## config.mk

```make
export PLATFORM = sky130hd
export DESIGN_NAME = seg_scan_decoder
export DESIGN_NICKNAME = d
export VERILOG_FILES = /design/src/rtl/seg_scan_pkg.sv /design/src/rtl/seg_glyph_decode.sv /design/src/rtl/seg_scan_decoder.sv
export SDC_FILE = /design/constraint.sdc
export NUM_CORES = 1
export LEC_CHECK = 0
export ABC_AREA = 1
export ABC_CLOCK_PERIOD_IN_PS = 3200
export CAP_MARGIN = 20
export CORE_ASPECT_RATIO = 2
export CORE_MARGIN = 5
export CORE_UTILIZATION = 58
export CTS_CLUSTER_SIZE = 14
export DETAILED_ROUTE_END_ITERATION = 12
export PLACE_DENSITY_LB_ADDON = 0.15
export SYNTH_ARGS = -nofsm -noshare
export SYNTH_HDL_FRONTEND = slang
export SYNTH_SLANG_ARGS = --single-unit
```

## constraint.sdc

```tcl
create_clock -name clk -period 3.2 [get_ports clk]
set_input_delay 0.96 -clock clk [delete_from_list [all_inputs] [get_ports clk]]
set_output_delay 0.96 -clock clk [all_outputs]
set_load 0.01 [all_outputs]
```

## src/rtl/seg_scan_pkg.sv

```systemverilog
// Shared definitions for the display scan decoder: hex glyph table,
// segment bit positions and the nibble type.
package seg_scan_pkg;

    typedef logic [3:0] nibble_t;

    localparam int unsigned SEG_A = 0;
    localparam int unsigned SEG_B = 1;
    localparam int unsigned SEG_C = 2;
    localparam int unsigned SEG_D = 3;
    localparam int unsigned SEG_E = 4;
    localparam int unsigned SEG_F = 5;
    localparam int unsigned SEG_G = 6;

    // Active-high {g,f,e,d,c,b,a} glyphs for 0..F
    localparam logic [6:0] HEX_GLYPHS [16] = '{
        7'h3F, 7'h06, 7'h5B, 7'h4F, 7'h66, 7'h6D, 7'h7D, 7'h07,
        7'h7F, 7'h6F, 7'h77, 7'h7C, 7'h39, 7'h5E, 7'h79, 7'h71
    };

endpackage

```

## src/rtl/seg_glyph_decode.sv

```systemverilog
// Combinational glyph-to-nibble lookup; hit is low for any pattern
// outside the hex table, including a blank glyph.
module seg_glyph_decode
    import seg_scan_pkg::*;
(
    input  logic [6:0] glyph,
    output nibble_t    value,
    output logic       hit
);

    always_comb begin
        value = '0;
        hit   = 1'b0;
        for (int unsigned i = 0; i < 16; i++) begin
            if (!hit && glyph == HEX_GLYPHS[i]) begin
                value = 4'(i);
                hit   = 1'b1;
            end
        end
    end

endmodule

```

## src/rtl/seg_scan_decoder.sv

```systemverilog
// Samples a multiplexed 7-segment scan and rebuilds the four displayed
// hex digits, with frame, glyph, select and stall reporting.
module seg_scan_decoder
    import seg_scan_pkg::*;
#(
    parameter int unsigned SETTLE_CYCLES  = 4,
    parameter int unsigned TIMEOUT_CYCLES = 4096,
    parameter bit          SEL_ACTIVE_LOW = 1'b1,
    parameter bit          SEG_ACTIVE_LOW = 1'b1
) (
    input  logic        clk,
    input  logic        reset,
    input  logic [6:0]  seg_display,
    input  logic [3:0]  digit_select,
    output logic [15:0] digit_values,
    output logic [3:0]  digit_valid,
    output logic        frame_done,
    output logic        seg_error,
    output logic        sel_error,
    output logic        scan_timeout
);

    logic [6:0]  s_seg, p_seg, n_seg;
    logic [3:0]  s_sel, p_sel, n_sel;
    logic        primed, captured, changed, fire;
    logic        good, bad, multi;
    logic [7:0]  stable_cnt, cnt_nxt;
    logic [3:0]  seen, seen_nxt;
    logic [15:0] idle_cnt;
    logic [2:0]  sel_count;
    logic [1:0]  sel_idx;
    nibble_t     dec_value;
    logic        dec_hit;

    seg_glyph_decode u_decode (
        .glyph (n_seg),
        .value (dec_value),
        .hit   (dec_hit)
    );

    always_comb begin
        n_seg = SEG_ACTIVE_LOW ? ~s_seg : s_seg;
        n_sel = SEL_ACTIVE_LOW ? ~s_sel : s_sel;
        sel_count = '0;
        sel_idx   = '0;
        for (int unsigned i = 0; i < 4; i++) begin
            sel_count = sel_count + 3'(n_sel[i]);
            if (n_sel[i]) sel_idx = 2'(i);
        end
        // stable_cnt == 0 only right after reset: no previous sample to match
        changed = (stable_cnt == '0) || (n_seg != p_seg) || (n_sel != p_sel);
        if (changed)
            cnt_nxt = 8'd1;
        else if (stable_cnt == 8'(SETTLE_CYCLES))
            cnt_nxt = stable_cnt;
        else
            cnt_nxt = stable_cnt + 8'd1;
        // Capture on the edge the window completes, giving SETTLE+1 edge latency
        fire  = primed && (cnt_nxt == 8'(SETTLE_CYCLES)) && (changed || !captured);
        good  = fire && (sel_count == 3'd1) && dec_hit;
        bad   = fire && (sel_count == 3'd1) && !dec_hit;
        multi = fire && (sel_count > 3'd1);
        seen_nxt = seen;
        if (good) seen_nxt[sel_idx] = 1'b1;
    end

    always_ff @(posedge clk or posedge reset) begin
        if (reset) begin
            s_seg        <= '0;
            s_sel        <= '0;
            p_seg        <= '0;
            p_sel        <= '0;
            primed       <= 1'b0;
            captured     <= 1'b0;
            stable_cnt   <= '0;
            seen         <= '0;
            idle_cnt     <= '0;
            digit_values <= '0;
            digit_valid  <= '0;
            frame_done   <= 1'b0;
            seg_error    <= 1'b0;
            sel_error    <= 1'b0;
            scan_timeout <= 1'b0;
        end else begin
            s_seg     <= seg_display;
            s_sel     <= digit_select;
            primed    <= 1'b1;
            seg_error <= bad;
            sel_error <= multi;

            if (primed) begin
                p_seg      <= n_seg;
                p_sel      <= n_sel;
                stable_cnt <= cnt_nxt;
                if (fire)
                    captured <= 1'b1;
                else if (changed)
                    captured <= 1'b0;
            end

            if (seen_nxt == 4'b1111) begin
                frame_done <= 1'b1;
                seen       <= '0;
            end else begin
                frame_done <= 1'b0;
                seen       <= seen_nxt;
            end

            if (idle_cnt != 16'(TIMEOUT_CYCLES - 1))
                idle_cnt <= idle_cnt + 16'd1;
            if (idle_cnt == 16'(TIMEOUT_CYCLES - 2)) begin
                scan_timeout <= 1'b1;
                digit_valid  <= '0;
            end

            if (bad)
                digit_valid[sel_idx] <= 1'b0;

            if (good) begin
                digit_values[{sel_idx, 2'b00} +: 4] <= dec_value;
                digit_valid[sel_idx] <= 1'b1;
                idle_cnt             <= '0;
                scan_timeout         <= 1'b0;
            end
        end
    end

endmodule

```

* Word-level counts from Yosys, hierarchy flattened
Index checks and enable logic that the tools add are counted.
** Storage, ports and cells
- Memories :: 0
- RAM bits :: 0
- Input port bits :: 13
- Bits in latches :: 0
- Bits in read-only memories :: 0
- Bits in registers :: 76
** Operators by class
- $lt $le $gt $ge :: 3
- Div/mod/pow operators :: 0
- Multipliers :: 0
- Multiplexer cells :: 51
- Equality and inequality tests :: 24
- Add/sub/neg operators :: 6
- Shift operators :: 2
- Reductions and logical operators :: 47
- Bitwise gates (word level) :: 6
** Operator list (number)
- equality test 7 bit, second input constant :: 12
- two-way mux 4 bit :: 13
- two-way mux 16 bit :: 2
- two-way mux 1 bit :: 24
- logical AND 1 bit :: 22
- logical NOT 1 bit :: 17
- adder 16 x 1 -> 16 bit, second input constant :: 1
- bitwise mux 16 bit :: 1
- equality test 16 x 12 -> 1 bit, second input constant :: 1
- equality test 8 x 3 -> 1 bit, second input constant :: 2
- two-way mux 8 bit :: 2
- inequality test 16 x 12 -> 1 bit, second input constant :: 1
- variable shift 4 x 6 -> 16 bit, first input constant :: 1
- indexed part select 4 x 6 -> 16 bit :: 1
- equality test 7 x 3 -> 1 bit, second input constant :: 2
- equality test 7 x 6 -> 1 bit, second input constant :: 2
- two-way mux 3 bit :: 4
- adder 8 x 1 -> 8 bit, second input constant :: 1
- logical NOT 8 bit :: 1
- two-way mux 2 bit :: 4
- NOT 4 bit :: 2
- bitwise OR 4 bit :: 2
- inequality test 7 bit :: 1
- NOT 7 bit :: 1
- 15 further kinds :: 19

* Depth between registers and ports, before layout
- Word-level depth :: 53
- Mapped depth :: 18
- Mapped depth without buffers :: 18

* By module
From an unflattened synthesis, not the netlist that was laid out.
** Second synthesis, totals
- Cells, all modules :: 568
- Area total of the unflattened synthesis :: 4216.5 µm²
** Modules (own cells, without submodules)
- seg_scan_decoder :: sequential area each 1901.8 µm², cells each 499, area each 3881.2 µm², instances 1
- seg_glyph_decode :: sequential area each 0.0 µm², cells each 69, area each 335.3 µm², instances 1

* Worst setup path before layout
OpenSTA, ideal clock, no wires.
- Kind :: register to register
- Start point :: register s_sel[1]
- End point :: register seen[0]
- Path buffers :: 0
- Slack :: 783 ps
- Clock period less this slack :: 2417 ps
- Cell stages (with the launch flop) :: 15
- Arrival :: 2301 ps
- Cell sequence :: dfrtp_1 inv_1 fa_1 ha_1 ha_1 nor2_1 nand2_1 inv_1 nand4_1 nor2_1 nand2_1 nand2_1 nand2_4 nor2_8 nor2_2
** Between the ends
- Longest elaborated chain between the ends :: 12
- Elaborated cells between the ends (all ways) :: 26
- Those cells by class :: add/sub: 3; order compare: 2; eq/ne: 4; mux: 8; bitwise: 2; reduce/logical: 7
** Ends and longest elaborated chain
- start: declaration :: RTL line seg_scan_decoder.sv:24 : logic [3:0] s_sel, p_sel, n_sel;
- start signal: assignment :: RTL line seg_scan_decoder.sv:86 : s_sel <= digit_select;
- NOT 4 bit * :: RTL line seg_scan_decoder.sv:43 : n_sel = SEL_ACTIVE_LOW ? ~s_sel : s_sel;
- net n_sel[1] :: RTL line seg_scan_decoder.sv:24
- branches (longest 8 deep; another with adder 2 x 1 -> 3 bit)
- two-way mux 4 bit * :: RTL line seg_scan_decoder.sv:64 : if (good) seen_nxt[sel_idx] = 1'b1;
- equality test 4 bit :: RTL line seg_scan_decoder.sv:101 : if (seen_nxt == 4'b1111) begin
- two-way mux 4 bit * :: RTL line seg_scan_decoder.sv:101
- end signal: assignment :: RTL line seg_scan_decoder.sv:106 : seen <= seen_nxt;
- end: declaration :: RTL line seg_scan_decoder.sv:28 : logic [3:0] seen, seen_nxt;
Mark *: on every way through the listed nets, which the timed path passes.
A chain may end at the register's enable or synchronous reset.

* Worst setup path after layout
- Start point :: register stable_cnt[0]
- End point :: register seen[2]
** Between the ends
- Longest elaborated chain between the ends :: 12
- Elaborated cells between the ends (all ways) :: 16
- Those cells by class :: add/sub: 1; eq/ne: 3; mux: 4; reduce/logical: 8
** Ends and longest elaborated chain
- start: declaration :: RTL line seg_scan_decoder.sv:27 : logic [7:0] stable_cnt, cnt_nxt;
- start signal: assignment :: RTL line seg_scan_decoder.sv:94 : stable_cnt <= cnt_nxt;
- branches (longest 6 deep; another with adder 8 x 1 -> 8 bit)
- logical AND 1 bit * :: RTL line seg_scan_decoder.sv:59 : fire = primed && (cnt_nxt == 8'(SETTLE_CYCLES)) && (changed || !captured);
- logical AND 1 bit * (2 in series) :: RTL line seg_scan_decoder.sv:60 : good = fire && (sel_count == 3'd1) && dec_hit;
- two-way mux 4 bit * :: RTL line seg_scan_decoder.sv:64
- equality test 4 bit :: RTL line seg_scan_decoder.sv:101
- two-way mux 4 bit * :: RTL line seg_scan_decoder.sv:101
Mark *: on every way between the ends.

==> results by stage <==
Final layout:
- The multi-input combinational cells in the finished layout cover a total of 1810 sq um.
- Counting the fill cells in the layout gives ~600.
- The number of nets at the end of the flow is 580.
- Summing all flip-flop and latch instances after layout gives roughly 1900 sq um.
- The count of antenna diodes in the layout is 0.
- The layout overhead on the synthesized area is 18.7%.
- The share of post-route cells with drive strength above 1 is 8.87%.

Clock network:
- CTS saw 76 sinks.
- After clock tree synthesis, the clock-pin slew on the worst setup and hold paths is 60 ps.
- CTS placed an instance of sky130_fd_sc_hd__clkbuf_16 at the clock tree root.
- The later pin in the worst-skew pair is clocked with a latency of 340 ps.
- In this run, post-CTS repair resized a total of 0 instances.
- The total setup buffers inserted after CTS is 0.
- The buffer levels on the longest clock path is 2.
- The TritonCTS clock tree is done.
- The total CTS buffers is 9.
- In this run the number of H-tree levels came out at 3.
- The number of hold buffers added after cts is 0.

Placed design:
- The weighted congestion at the end of routability-driven global placement is 0.907.
- Detailed placement ended at an HPWL of 6580 microns.
- The count of port buffers added during placement is 36.
- The worst setup timing slack at the placement stage is 594 ps.

Global route:
- After global routing the overflow that remains totals 0.
- The first-pass GRT wire length is 15500 microns.
- Entering global routing, the biggest net connects 77 pins.
- The overall fraction of global-route tracks in use is about 22%.
- The number of global-route vias before repair is 3448.
- The initial antenna violation count is 0.

Power:
- Dividing total power by cell area gives a power density of 457 nW/um^2.
- Summed over all cells, the static leakage comes to between 2 and 2.5 nW.
- VDD sags by at most about 0.44 mV.

Route:
- The post-route antenna net violation count is 0.
- The overall routed net length is roughly 8900 microns.
- The per-cell via count in the routed design is 5.26.
- For this block, wires on met1 add up to 3470 microns.
- The number of vias in the routed layout is approximately 3400.
- After detailed routing, the met2 layer carries 4990 microns of wire.
- The initial DRC count is 265.
- Dividing the detail-routed wire length by the instance count gives 13.7 microns.
- After detailed routing, the number of remaining DRC violations is 0.
- In this run the top signal layer used is met4.
- The first TritonRoute pass finished after 4 iterations.
- The total length of routed met3 wires is between 200 and 300 microns.

STA:
- The normalized max-slew margin is 57.3%.
- The actual transition at the worst max-transition pin is 636 ps.
- The time the final worst path needs with I/O delays and setup is 2700 ps.
- The final setup violation count is 0.
- The final setup skew is 4.35 ps.
- The number of hold violations in the final report is 0.
- Based on the critical path, the design can be clocked at up to ~0.37 GHz.
- The final worst-path setup slack is 499 ps.
- In the final timing run, aggregate negative setup slack is 0 ps.
- The final critical-path share of the clock period is between 80% and 90%.
- The total count of max-transition violations in the final report is 0.
- Setup repair after global routing left no endpoint under its margin.

Synth:
- Yosys mapped a number of flops with a built-in enable equal to 0.
- When the netlist entered floorplanning its net count stood at 539.
- The biggest area contributor in the post-synthesis netlist is sky130_fd_sc_hd__dfrtp_1.
- The number of distinct library cell variants in the gate-level netlist after synthesis is 39.
- Among all flip-flop cells after synthesis, the most frequent one is sky130_fd_sc_hd__dfrtp_1.
- Counting every instance in the synthesized netlist gives ~520.
- Ranked by instance count, the synthesized netlist is headed by sky130_fd_sc_hd__nand2_1 (122), sky130_fd_sc_hd__dfrtp_1 (76), sky130_fd_sc_hd__inv_1 (71), sky130_fd_sc_hd__nor2_1 (71), sky130_fd_sc_hd__o21ai_0 (42).
- For this run, the register share of the synthesized area comes to around 47%.
- After synthesis, the share of flip-flops with an asynchronous set or reset is 100%.
- By area the synthesized netlist is led by sky130_fd_sc_hd__dfrtp_1 (47%), sky130_fd_sc_hd__nand2_1 (11%), sky130_fd_sc_hd__inv_1 (6.6%), sky130_fd_sc_hd__nor2_1 (6.6%), sky130_fd_sc_hd__o21ai_0 (5.2%).
- The per-instance average area after synthesis is just under 8 sq um.
- In this run, synthesis produced a sequential element count of 76.
- The most common cell in the netlist is sky130_fd_sc_hd__nand2_1.
- The Yosys step of the flow raised 0 warnings.
- The mapped netlist covers 4060 sq um.
- The synthesized design devotes to its leading area cell type 46.9% of total area.

Worst setup path:
- The required time of the critical path is between 3000 and 4000 ps.
- The worst setup path is launched from a register.
- At the worst endpoint, the arrival time is 2930 ps.
- The worst setup path is captured at a register.
- The setup check on the worst reg-to-reg path leaves a slack of approximately 500 ps.
- The worst setup path is of the reg -> reg kind.
- In this run the worst path has a maximum fanout of 10.

Run:
- The number of maximum-capacitance constraint violations is 0.

Worst hold path:
- The worst hold path belongs to the class reg -> reg.

Floorplanning:
- The boundary pin count is 37.
- The die is 128 microns tall.
- The width of the chip is 69.1 microns.
- The initial utilization of the core area, before any placement, comes to 58.9%.
- The core area is approximately 6900 sq um.
- The floorplan die area is 8870 sq um.
- Row generation in the floorplan step produced 43 rows.

Status:
- The run finished with clean final reports.
==> critical path, stage by stage, from the launching register on <==
cell and delay [ps]:
sky130_fd_sc_hd__dfrtp_1 410, sky130_fd_sc_hd__inv_1 120, sky130_fd_sc_hd__ha_1 200, sky130_fd_sc_hd__inv_1 50, sky130_fd_sc_hd__nor2_1 80, sky130_fd_sc_hd__nand2_1 100, sky130_fd_sc_hd__nor2_1 220, sky130_fd_sc_hd__inv_1 130
sky130_fd_sc_hd__nand3_1 130, sky130_fd_sc_hd__nand4_1 110, sky130_fd_sc_hd__nor2_1 140, sky130_fd_sc_hd__nand4_2 170, sky130_fd_sc_hd__nor2_8 230, sky130_fd_sc_hd__nand3_4 160, sky130_fd_sc_hd__nand2_4 110, sky130_fd_sc_hd__nand2_4 70
sky130_fd_sc_hd__nor2_8 150, sky130_fd_sc_hd__nor2_2 40
==> per-layer routing <==
layer / vias up / global-route usage [%]
met3: 19 / 5.10
met1: 1625 / 23.9
met2: 75 / 40.5
met5: - / 0
li1: 1723 / -
met4: 0 / 8.75
==> sequential cells by signal (all words and copies together) (netlist names) <==
signal / flops
seen: 4
stable_cnt: 8
p_seg: 7
idle_cnt: 16
digit_values: 16
frame_done: 1
scan_timeout: 1
s_seg: 7
sel_error: 1
captured: 1
s_sel: 4
seg_error: 1
digit_valid: 4
primed: 1
p_sel: 4
==> worst paths after layout <==
kind / from / endpoint / cells past startpoint
worst max-delay path: stable_cnt[0] / seen[2] / 17
worst min-delay path: digit_values[0] / digit_values[0] / 2
worst max register to register: stable_cnt[0] / seen[2] / 17
worst min register to register: digit_values[0] / digit_values[0] / 2
max in group asynchronous: reset / stable_cnt[5] / 3
min in group asynchronous: reset / idle_cnt[3] / 3
==> power breakdown <==
group,total (mW),internal [mW],switching (mW)
clock,1.03,0.647,0.384
combinational,0.156,0.0537,0.103
sequential,1.01,0.984,0.0275
total,2.20,1.68,0.514
==> cell type report <==
| cell class | instances | share of cell area, % |
|---|---|---|
| Clock buffer | 11 | 5.25 |
| Clock inverter | 5 | 1.25 |
| Inverter | 78 | 6.08 |
| Multi-Input combinational cell | 357 | 37.7 |
| Sequential cell | 76 | 39.5 |
| Tap cell | 90 | 2.34 |
| Timing Repair Buffer | 37 | 7.90 |
==> kinds of logic after synthesis <==
logic type | synth area share (%)
and+or+nand+nor | 32.5
buffers and inverters | 8.36
DFF | 46.9
AOI/OAI and AO/OA | 7.81
xor gates and xnor gates | 1.73
adders and majority gates | 2.65
other | 0.0925
==> per-stage QoR <==
stage	area [sq um]	std cells	total power, mW	util, %	hold WS (ps)
2_1_floorplan	4060	518	1.14	-	462
3_3_place_gp	4500	638	1.18	65.4	476
3_5_place_dp	4500	638	1.18	65.4	480
4_1_cts	4810	654	2.22	69.9	498
5_1_grt	4810	654	2.29	69.9	520
6_report	4810	654	2.20	69.9	492
==> cell usage in the layout, fill, tap and decap left out, drive strengths merged <==
master	n
nor2	82
or3	1
o21bai	1
a211oi	1
dfrtp	76
bufinv	1
nor3b	2
inv	77
ha	7
o21a	1
clkbuf	11
nand2	130
clkinv	4
nor4	1
a31oi	1
or2	1
nor3	11
clkinvlp	1
xnor2	1
nand3	40
o31ai	2
o211ai	3
conb	1
o21ai	43
a21oi	7
xor2	7
clkdlybuf4s50	36
fa	1
buf	1
nand4	13
Power figures use the tool's default switching activity.
